===== src/rtl/nt_level_integrator.sv =====
// nt_level_integrator
// Per-neurotransmitter concentration integrator. A prescaler produces an
// update tick every TICK_DIV enabled cycles; on each tick the stored level
// takes a saturating slow or fast step according to the regulator's
// inc/dec/fast requests. A 4-state hysteretic quantizer publishes the 2-bit
// level consumed by the regulators.
// Optional feature macro: NT_HOMEOSTASIS_EN (idle ticks drift level by one
// LSB toward the midpoint 2^(WIDTH-1)).
module nt_level_integrator #(
    parameter int WIDTH       = 8,
    parameter int TICK_DIV    = 16,
    parameter int SLOW_STEP   = 1,
    parameter int FAST_STEP   = 4,
    parameter int HYST        = 8,
    parameter int RESET_LEVEL = 128
) (
    input  logic             clk,
    input  logic             rst_n,
    input  logic             ena,
    input  logic             inc,
    input  logic             dec,
    input  logic             fast,
    output logic [WIDTH-1:0] level,
    output logic [1:0]       level_q,
    output logic             sat_hi,
    output logic             sat_lo,
    output logic             q_changed
);

    localparam int               DIV_W    = (TICK_DIV > 1) ? $clog2(TICK_DIV) : 1;
    localparam logic [DIV_W-1:0] DIV_LAST = DIV_W'(TICK_DIV - 1);
    localparam logic [WIDTH-1:0] LVL_MAX  = '1;
    localparam logic [WIDTH-1:0] RESET_LV = WIDTH'(RESET_LEVEL);
    localparam logic [WIDTH:0]   SLOW_W   = (WIDTH + 1)'(SLOW_STEP);
    localparam logic [WIDTH:0]   FAST_W   = (WIDTH + 1)'(FAST_STEP);

    // Quantizer thresholds, kept in 32 bits so T+HYST never overflows
    localparam logic [31:0] T1     = 32'(1) << (WIDTH - 2);
    localparam logic [31:0] T2     = 32'(2) * T1;
    localparam logic [31:0] T3     = 32'(3) * T1;
    localparam logic [31:0] HYST32 = 32'(HYST);

    typedef enum logic [1:0] {
        Q0 = 2'd0,
        Q1 = 2'd1,
        Q2 = 2'd2,
        Q3 = 2'd3
    } q_state_t;

    localparam q_state_t Q_RESET = q_state_t'(RESET_LV[WIDTH-1:WIDTH-2]);

    logic [DIV_W-1:0] div;
    logic             tick;
    logic [WIDTH:0]   step;
    logic [WIDTH:0]   sum;
    logic [WIDTH-1:0] level_next;
    logic [31:0]      lvl_ext;
    q_state_t         q_state;
    logic             q_moved;

    assign tick    = ena && (div == DIV_LAST);
    assign lvl_ext = 32'(level);
    assign level_q = q_state;
    assign sat_hi  = (level == LVL_MAX);
    assign sat_lo  = (level == '0);

    // Next level: saturating step on a tick, idle handling otherwise
    always_comb begin
        step       = fast ? FAST_W : SLOW_W;
        sum        = {1'b0, level} + step;
        level_next = level;
        if (tick) begin
            if (inc && !dec) begin
                level_next = (sum > {1'b0, LVL_MAX}) ? LVL_MAX : sum[WIDTH-1:0];
            end else if (dec && !inc) begin
                level_next = ({1'b0, level} < step) ? '0 : (level - step[WIDTH-1:0]);
            end else begin
`ifdef NT_HOMEOSTASIS_EN
                if (level < (WIDTH'(1) << (WIDTH - 1))) begin
                    level_next = level + WIDTH'(1);
                end else if (level > (WIDTH'(1) << (WIDTH - 1))) begin
                    level_next = level - WIDTH'(1);
                end
`else
                level_next = level;
`endif
            end
        end
    end

    // Prescaler counter and level register; both freeze while ena is low
    always_ff @(posedge clk or negedge rst_n) begin
        if (!rst_n) begin
            div   <= '0;
            level <= RESET_LV;
        end else begin
            if (ena) begin
                div <= tick ? '0 : (div + DIV_W'(1));
            end
            level <= level_next;
        end
    end

    // Hysteretic quantizer FSM, one state per cycle, plus delayed change pulse
    always_ff @(posedge clk or negedge rst_n) begin
        if (!rst_n) begin
            q_state   <= Q_RESET;
            q_moved   <= 1'b0;
            q_changed <= 1'b0;
        end else begin
            q_moved   <= 1'b0;
            q_changed <= q_moved;
            case (q_state)
                Q0: begin
                    if (lvl_ext >= T1 + HYST32) begin
                        q_state <= Q1;
                        q_moved <= 1'b1;
                    end
                end
                Q1: begin
                    if (lvl_ext >= T2 + HYST32) begin
                        q_state <= Q2;
                        q_moved <= 1'b1;
                    end else if (lvl_ext + HYST32 < T1) begin
                        q_state <= Q0;
                        q_moved <= 1'b1;
                    end
                end
                Q2: begin
                    if (lvl_ext >= T3 + HYST32) begin
                        q_state <= Q3;
                        q_moved <= 1'b1;
                    end else if (lvl_ext + HYST32 < T2) begin
                        q_state <= Q1;
                        q_moved <= 1'b1;
                    end
                end
                default: begin
                    if (lvl_ext + HYST32 < T3) begin
                        q_state <= Q2;
                        q_moved <= 1'b1;
                    end
                end
            endcase
        end
    end

endmodule


===== config.mk =====
export PLATFORM = sky130hd
export DESIGN_NAME = nt_level_integrator
export DESIGN_NICKNAME = d
export VERILOG_FILES = /design/src/rtl/nt_level_integrator.sv
export SDC_FILE = /design/constraint.sdc
export NUM_CORES = 1
export LEC_CHECK = 0
export CORE_MARGIN = 2
export CORE_UTILIZATION = 50
export CTS_CLUSTER_DIAMETER = 120
export DETAILED_ROUTE_END_ITERATION = 12
export HOLD_SLACK_MARGIN = 0.05
export PLACE_DENSITY_LB_ADDON = 0.05
export SETUP_SLACK_MARGIN = 0.5
export SLEW_MARGIN = 20
export SYNTH_ARGS = -nofsm -noshare
export SYNTH_HDL_FRONTEND = slang
export SYNTH_SLANG_ARGS = --single-unit

===== constraint.sdc =====
create_clock -name clk -period 2 [get_ports clk]
set_input_delay 0.2 -clock clk [delete_from_list [all_inputs] [get_ports clk]]
set_output_delay 0.2 -clock clk [all_outputs]
set_load 0.01 [all_outputs]

Word-level counts from Yosys, hierarchy flattened
Index checks and enable logic that the tools add are counted.

$add $sub $neg: 4. $lt $le $gt $ge: 8. Equality and inequality tests: 7. Multiplexer cells: 20. Reduce and logical (&&, ||, !) cells: 11.

Operators with widths (count): 32-bit by 7-bit less-than comparator with 1-bit output, second input constant (1); 32-bit by 8-bit less-than comparator with 1-bit output, second input constant (1); 8-bit two-way mux (4); 8-bit >= comparator, second input constant (2); 2-bit two-way mux (6); 8-bit by 3-bit adder with 9-bit output (1); 8-bit by 4-bit adder with 9-bit output, second input constant (1); 9-bit by 8-bit > comparator with 1-bit output, second input constant (1); 9-bit by 8-bit less-than comparator with 1-bit output, second input constant (1); 8-bit equality test, second input constant (1); 8-bit by 7-bit >= comparator with 1-bit output, second input constant (1); 8-bit logical NOT (1); 8-bit by 3-bit less-than comparator with 1-bit output (1); 8-bit by 3-bit subtractor with 8-bit output (1); 1-bit two-way mux (6); 3-bit != test, second input constant (2); 2-bit one-hot mux with 3 select lines (1); 4-bit by 1-bit adder with 4-bit output, second input constant (1); 4-bit equality test, second input constant (1); 4-bit two-way mux (1); 4-bit AND reduction (1); 4-bit nonzero test (1); 1-bit logical AND (3); 3-bit two-way mux (1); 8 further kinds (9).

Register bits: 16. Input port bits: 6. Output and inout port bits: 13. Word-level logic and storage cells: 55.

Longest topological paths before layout
Depth after elaboration: 5. Mapped depth: 8.

Worst setup path after synthesis
Ideal clock, no wire load.

Path type: register to register. Start point: register level[0]. End point: register level[5]. Library setup time: 0.082 ns. Data arrival time: 1.837 ns. Slack: 0.081 ns. Cell stages (with the launch flop): 8. Buffers on the path: 0. Clock period less this slack: 1.919 ns. Cell sequence: dfrtp_1 inv_1 ha_1 ha_1 nand2b_1 a41oi_1 o21ai_0 a31oi_1.

Longest elaborated chain between the ends: 4.

Ends and longest elaborated chain: start: declaration (RTL line 23) `output logic [WIDTH-1:0] level,`; start signal: assignment (RTL line 100) `level <= level_next;`; 8-bit by 3-bit adder with 9-bit output, or another cell as far along (RTL line 70) `sum = {1'b0, level} + step;`; 9-bit by 8-bit > comparator with 1-bit output / 8-bit two-way mux (equally long branches) (RTL line 74, 76); 8-bit two-way mux, on equally long branches (RTL line 74, 75); 8-bit two-way mux (*) (RTL line 73) `if (inc && !dec) begin`.

Mark *: on every way between the ends. The rest lies on a longest branch, timed or not. The select of a mux whose other input is x is not followed. A chain may end at the register's enable or synchronous reset.

Final worst setup path
Start point: register level[3]. End point: output port sat_lo.

Longest elaborated chain between the ends: 1.

Ends and longest elaborated chain: 8-bit logical NOT (RTL line 65) `assign sat_lo = (level == '0);`; end: declaration (RTL line 26) `output logic sat_lo,`.

No other way between the ends.

==> run summary <==
Pin slew with the least headroom to its limit: 413 ps. The number of max-slew violations in the final report is 0, and the worst-path maximum fanout is 2. The synthesized netlist contains 51 unique library cells. The mean cell area of the mapped netlist is 8.17 sq um. 0 antenna diodes ended up in the layout. Detailed placement ended at an HPWL of 2740 um.

The pre-antenna-repair detailed-routing pass consisted of 6 iterations. The overall fraction of global-route tracks in use is 0.288, and the required time of the worst setup path is 1800 ps. The tools report the maximum operating frequency as 529 MHz. Setup violations remaining at the end of the flow were counted as 0.

In this run the worst hold path is classified as primary input to asynchronous set/reset pin. TritonCTS built the clock tree. The logs give 0 for the number of failing hold endpoints at the final stage and 3160 sq um for the die outline area. The internal power of the cells was 1.48 mW. The tools report the worst setup path startpoint as level[3]$_DFFE_PN0P_. The tools report the endpoint type of the worst setup path as an output pin. Timing analysis after detailed placement gives a worst setup slack of -132 ps. The remaining max-slew budget at the tightest pin is 0.724. Across all setup checks in the final design, the least slack found is 108 ps.

At the end of routability-driven placement, the weighted congestion stood at 0.880. The relative area change from synthesis to final layout is 65.0%. The detailed router finished its first iteration with 180 violations. Setup repair after global routing could not meet its margin everywhere. No sink is reached through more buffers than the 2 on the longest clock path. The total power was 2.67 mW; the y dimension of the die was 56.2 um. The type of origin of the critical path is a flip-flop. Summed over all cells, the static leakage comes to 0.948 nW.

The async set or reset register ratio after synthesis works out to 1.00. The combinational share of power is 0.677. The clock net in this run drives a total of 16 sinks. Following the worst setup path forward leads to its endpoint at sat_lo.

Minimum clock period after layout: 1890 ps. Die boundary width: 56.2 um. Measured in cells, the most critical reg-to-reg path has a length of 5. The number of routed nets with antenna violations was 0. The worst flop-to-flop path endpoint was level[2]$_DFFE_PN0P_. The placed instances occupy a cell area of 1730 sq um.

The total area inside the core boundary comes to 2520 sq um. The flow ran to the end, and the final reports show no timing, DRC or antenna violations. 19 I/O pins were placed. The register share of total power was 0.231. Clock skew on the completed layout was measured at 25.3 ps. The slack of the worst reg-to-reg path was 200 ps; the maximum VDD drop was 1190 uV.

Summing over every cut layer, the via total after detailed routing is 1743. Entering global routing, the biggest net connects 20 pins. The run gives 0 as the initial antenna violation count. The tools report the number of buffers added by the clock tree synthesis step as 3. The cell count after synthesis came out at 167. The share of the clock period used by the worst path works out to 0.946. Clock tree synthesis selected as its root buffer the cell sky130_fd_sc_hd__clkbuf_4. The proportion of layout cells with a drive suffix above 1 was 0.461. The Yosys step of the flow raised 0 warnings. The synthesized design contains 0 enable-type register cells. Most used flip-flop cell after synthesis: sky130_fd_sc_hd__dfrtp_1. Summed over all layers, the global routing overflow is 0. The first global-routing pass estimated 7180 um of wire.

The switching power of the nets was 1.19 mW; the number of buffer cells added on primary ports was 18. Summing every instance area after synthesis gives 1360 sq um. The via count of the first global-routing pass is 1464. Max-cap violations in this run came to 0.

The later pin in the worst-skew pair is clocked with a latency of 320 ps. The tools report the quantity of hold-fixing buffers added after cts as 0. The signal arrival time at the worst endpoint was 1690 ps; the post-detailed-routing wire length was 5690 um.

The run gives 0 as the DRC violation count after routing. Post-synthesis net count: 181. For the post-route standard cell area excluding fillers, the log shows 2250 sq um.

The depth of the CTS H-tree came out at 1. Floorplan row count: 18. For this design the ratio of total power to cell area is 1180 nW/um^2.

The count of nets after finishing is 243, and the flip-flop and latch count after synthesis is 16. The register area share after synthesis was 0.295; the detail-routed via count per cell was 6.76. The worst register-to-register path begins at level[7]$_DFFE_PN1P_. The clock network power share is 0.092, and the starting utilization of the core area is 0.541.

The fraction of power spent switching nets was 0.445; the CTS clock-pin slew for the worst setup and hold paths was 130 ps. The critical path is of the flip-flop to output pin type. After detailed routing, the average wire length per cell comes to 22.1 um.
-- placed cells by master, fill, tap and decap left out, drive strengths merged, types with 2 or more instances in the layout --
master         count
a21oi              7
ha                 8
a2111oi            2
nand2              8
nand4              3
nor3               5
inv               11
nand4b             3
a31oi              7
a21o               3
o2111ai            2
o21ai             12
nor2b              4
xnor2              2
nand3              9
a22oi              3
dlymetal6s2s       4
and3               3
mux2i              2
a211oi             2
dlygate4sd2        9
buf               53
dfrtp             14
clkdlybuf4s50      4
dfstp              2
o211ai             5
clkbuf             4
o21a               2
nor2               8
nand2b             6
o221ai             2
-- worst max-delay path, stage by stage (launching register included) --
cell and delay [ps]:
sky130_fd_sc_hd__dfrtp_1 420, sky130_fd_sc_hd__or3_4 420, sky130_fd_sc_hd__nor3_4 140, sky130_fd_sc_hd__nor4b_2 210, sky130_fd_sc_hd__buf_2 170
-- timing repair --
| action | 4_1_cts | 5_1_grt |
|---|---|---|
| pin swaps | 18 | 19 |
| endpoints found under the setup margin | 20 | 17 |
| hold endpoints to repair | 0 | 0 |
| buffers inserted | 15 | 16 |
| resized for setup | 51 | 24 |
-- registers in the layout, summed over array words and instances, names as in the netlist --
register and count:
div 4, level 8, level_q 2, q_moved 1
q_changed 1
-- power groups by stage --
| stage | logic (mW) | clock network, mW | registers, mW |
|---|---|---|---|
| finish | 1.81 | 0.246 | 0.615 |
| global route | 1.91 | 0.250 | 0.627 |
| CTS | 1.43 | 0.224 | 0.595 |
| detailed placement | 1.10 | 0 | 0.642 |
| global placement | 1.07 | 0 | 0.630 |
| floorplan | 0.727 | 0 | 0.612 |
-- area by class of cell --
cell class                      instances  area, sq um
Multi-Input combinational cell        126         1120
Fill cell                             118          272
Inverter                               12         48.8
Tap cell                               30         37.5
Clock buffer                            4         36.3
Sequential cell                        16          410
Timing Repair Buffer                   70          594
-- metal layers --
| layer | up-vias | part of all wire | global-route usage |
|---|---|---|---|
| met3 | 41 | 0.072 | 0.0326 |
| li1 | 748 | - | - |
| met4 | 0 | 0.053 | 0.116 |
| met1 | 830 | 0.39 | 0.356 |
| met5 | - | 0 | 0 |
| met2 | 124 | 0.48 | 0.506 |
-- cells in the mapped netlist (all sizes together) (3+ instances only) --
master | number | area share
nand4 | 3 | 0.014
nand2 | 8 | 0.022
and3 | 3 | 0.014
inv | 12 | 0.033
buf | 7 | 0.027
o211ai | 5 | 0.028
nor2 | 8 | 0.022
a21o | 3 | 0.017
a31oi | 7 | 0.032
nand4b | 3 | 0.019
nand2b | 6 | 0.028
nor2b | 4 | 0.018
a21oi | 7 | 0.026
a22oi | 3 | 0.017
dfrtp | 14 | 0.26
ha | 8 | 0.073
clkbuf | 6 | 0.017
o21ai | 12 | 0.044
nand3 | 9 | 0.037
nor3 | 5 | 0.022
-- cell families (layout without fill, tap and decap cells) --
family | after synthesis | in the layout | share of synthesized area
XOR/XNOR | 2 | 2 | 0.0128
multiplexers | 3 | 3 | 0.0229
flip-flops | 16 | 16 | 0.295
AND/OR/NAND/NOR | 57 | 57 | 0.238
AO/OA/AOI/OAI | 56 | 56 | 0.282
buffers and inverters | 25 | 86 | 0.0761
adder cells (fa/ha/maj) | 8 | 8 | 0.0734
-- worst min path at each step --
stage | start | end | slack, ps
floorplan | rst_n | div[0]$_DFFE_PN0P_ | -100
global placement | q_moved$_DFF_PN0_ | q_changed$_DFF_PN0_ | 340
detailed placement | q_moved$_DFF_PN0_ | q_changed$_DFF_PN0_ | 340
finish | rst_n | level[6]$_DFFE_PN0P_ | 180
CTS | rst_n | level_q[0]$_DFFE_PN0P_ | 210
global route | rst_n | level[6]$_DFFE_PN0P_ | 230
-- metrics by stage --
stage | std cells | utilization | TNS [ps] | hold slack [ps]
floorplan | 167 | - | 0 | -95.6
global placement | 223 | 0.688 | -116 | 340
detailed placement | 223 | 0.688 | -238 | 344
CTS | 242 | 0.808 | 0 | 215
global route | 258 | 0.892 | 0 | 228
finish | 258 | 0.892 | 0 | 182
No activity file was read; power rests on OpenSTA's default activity.
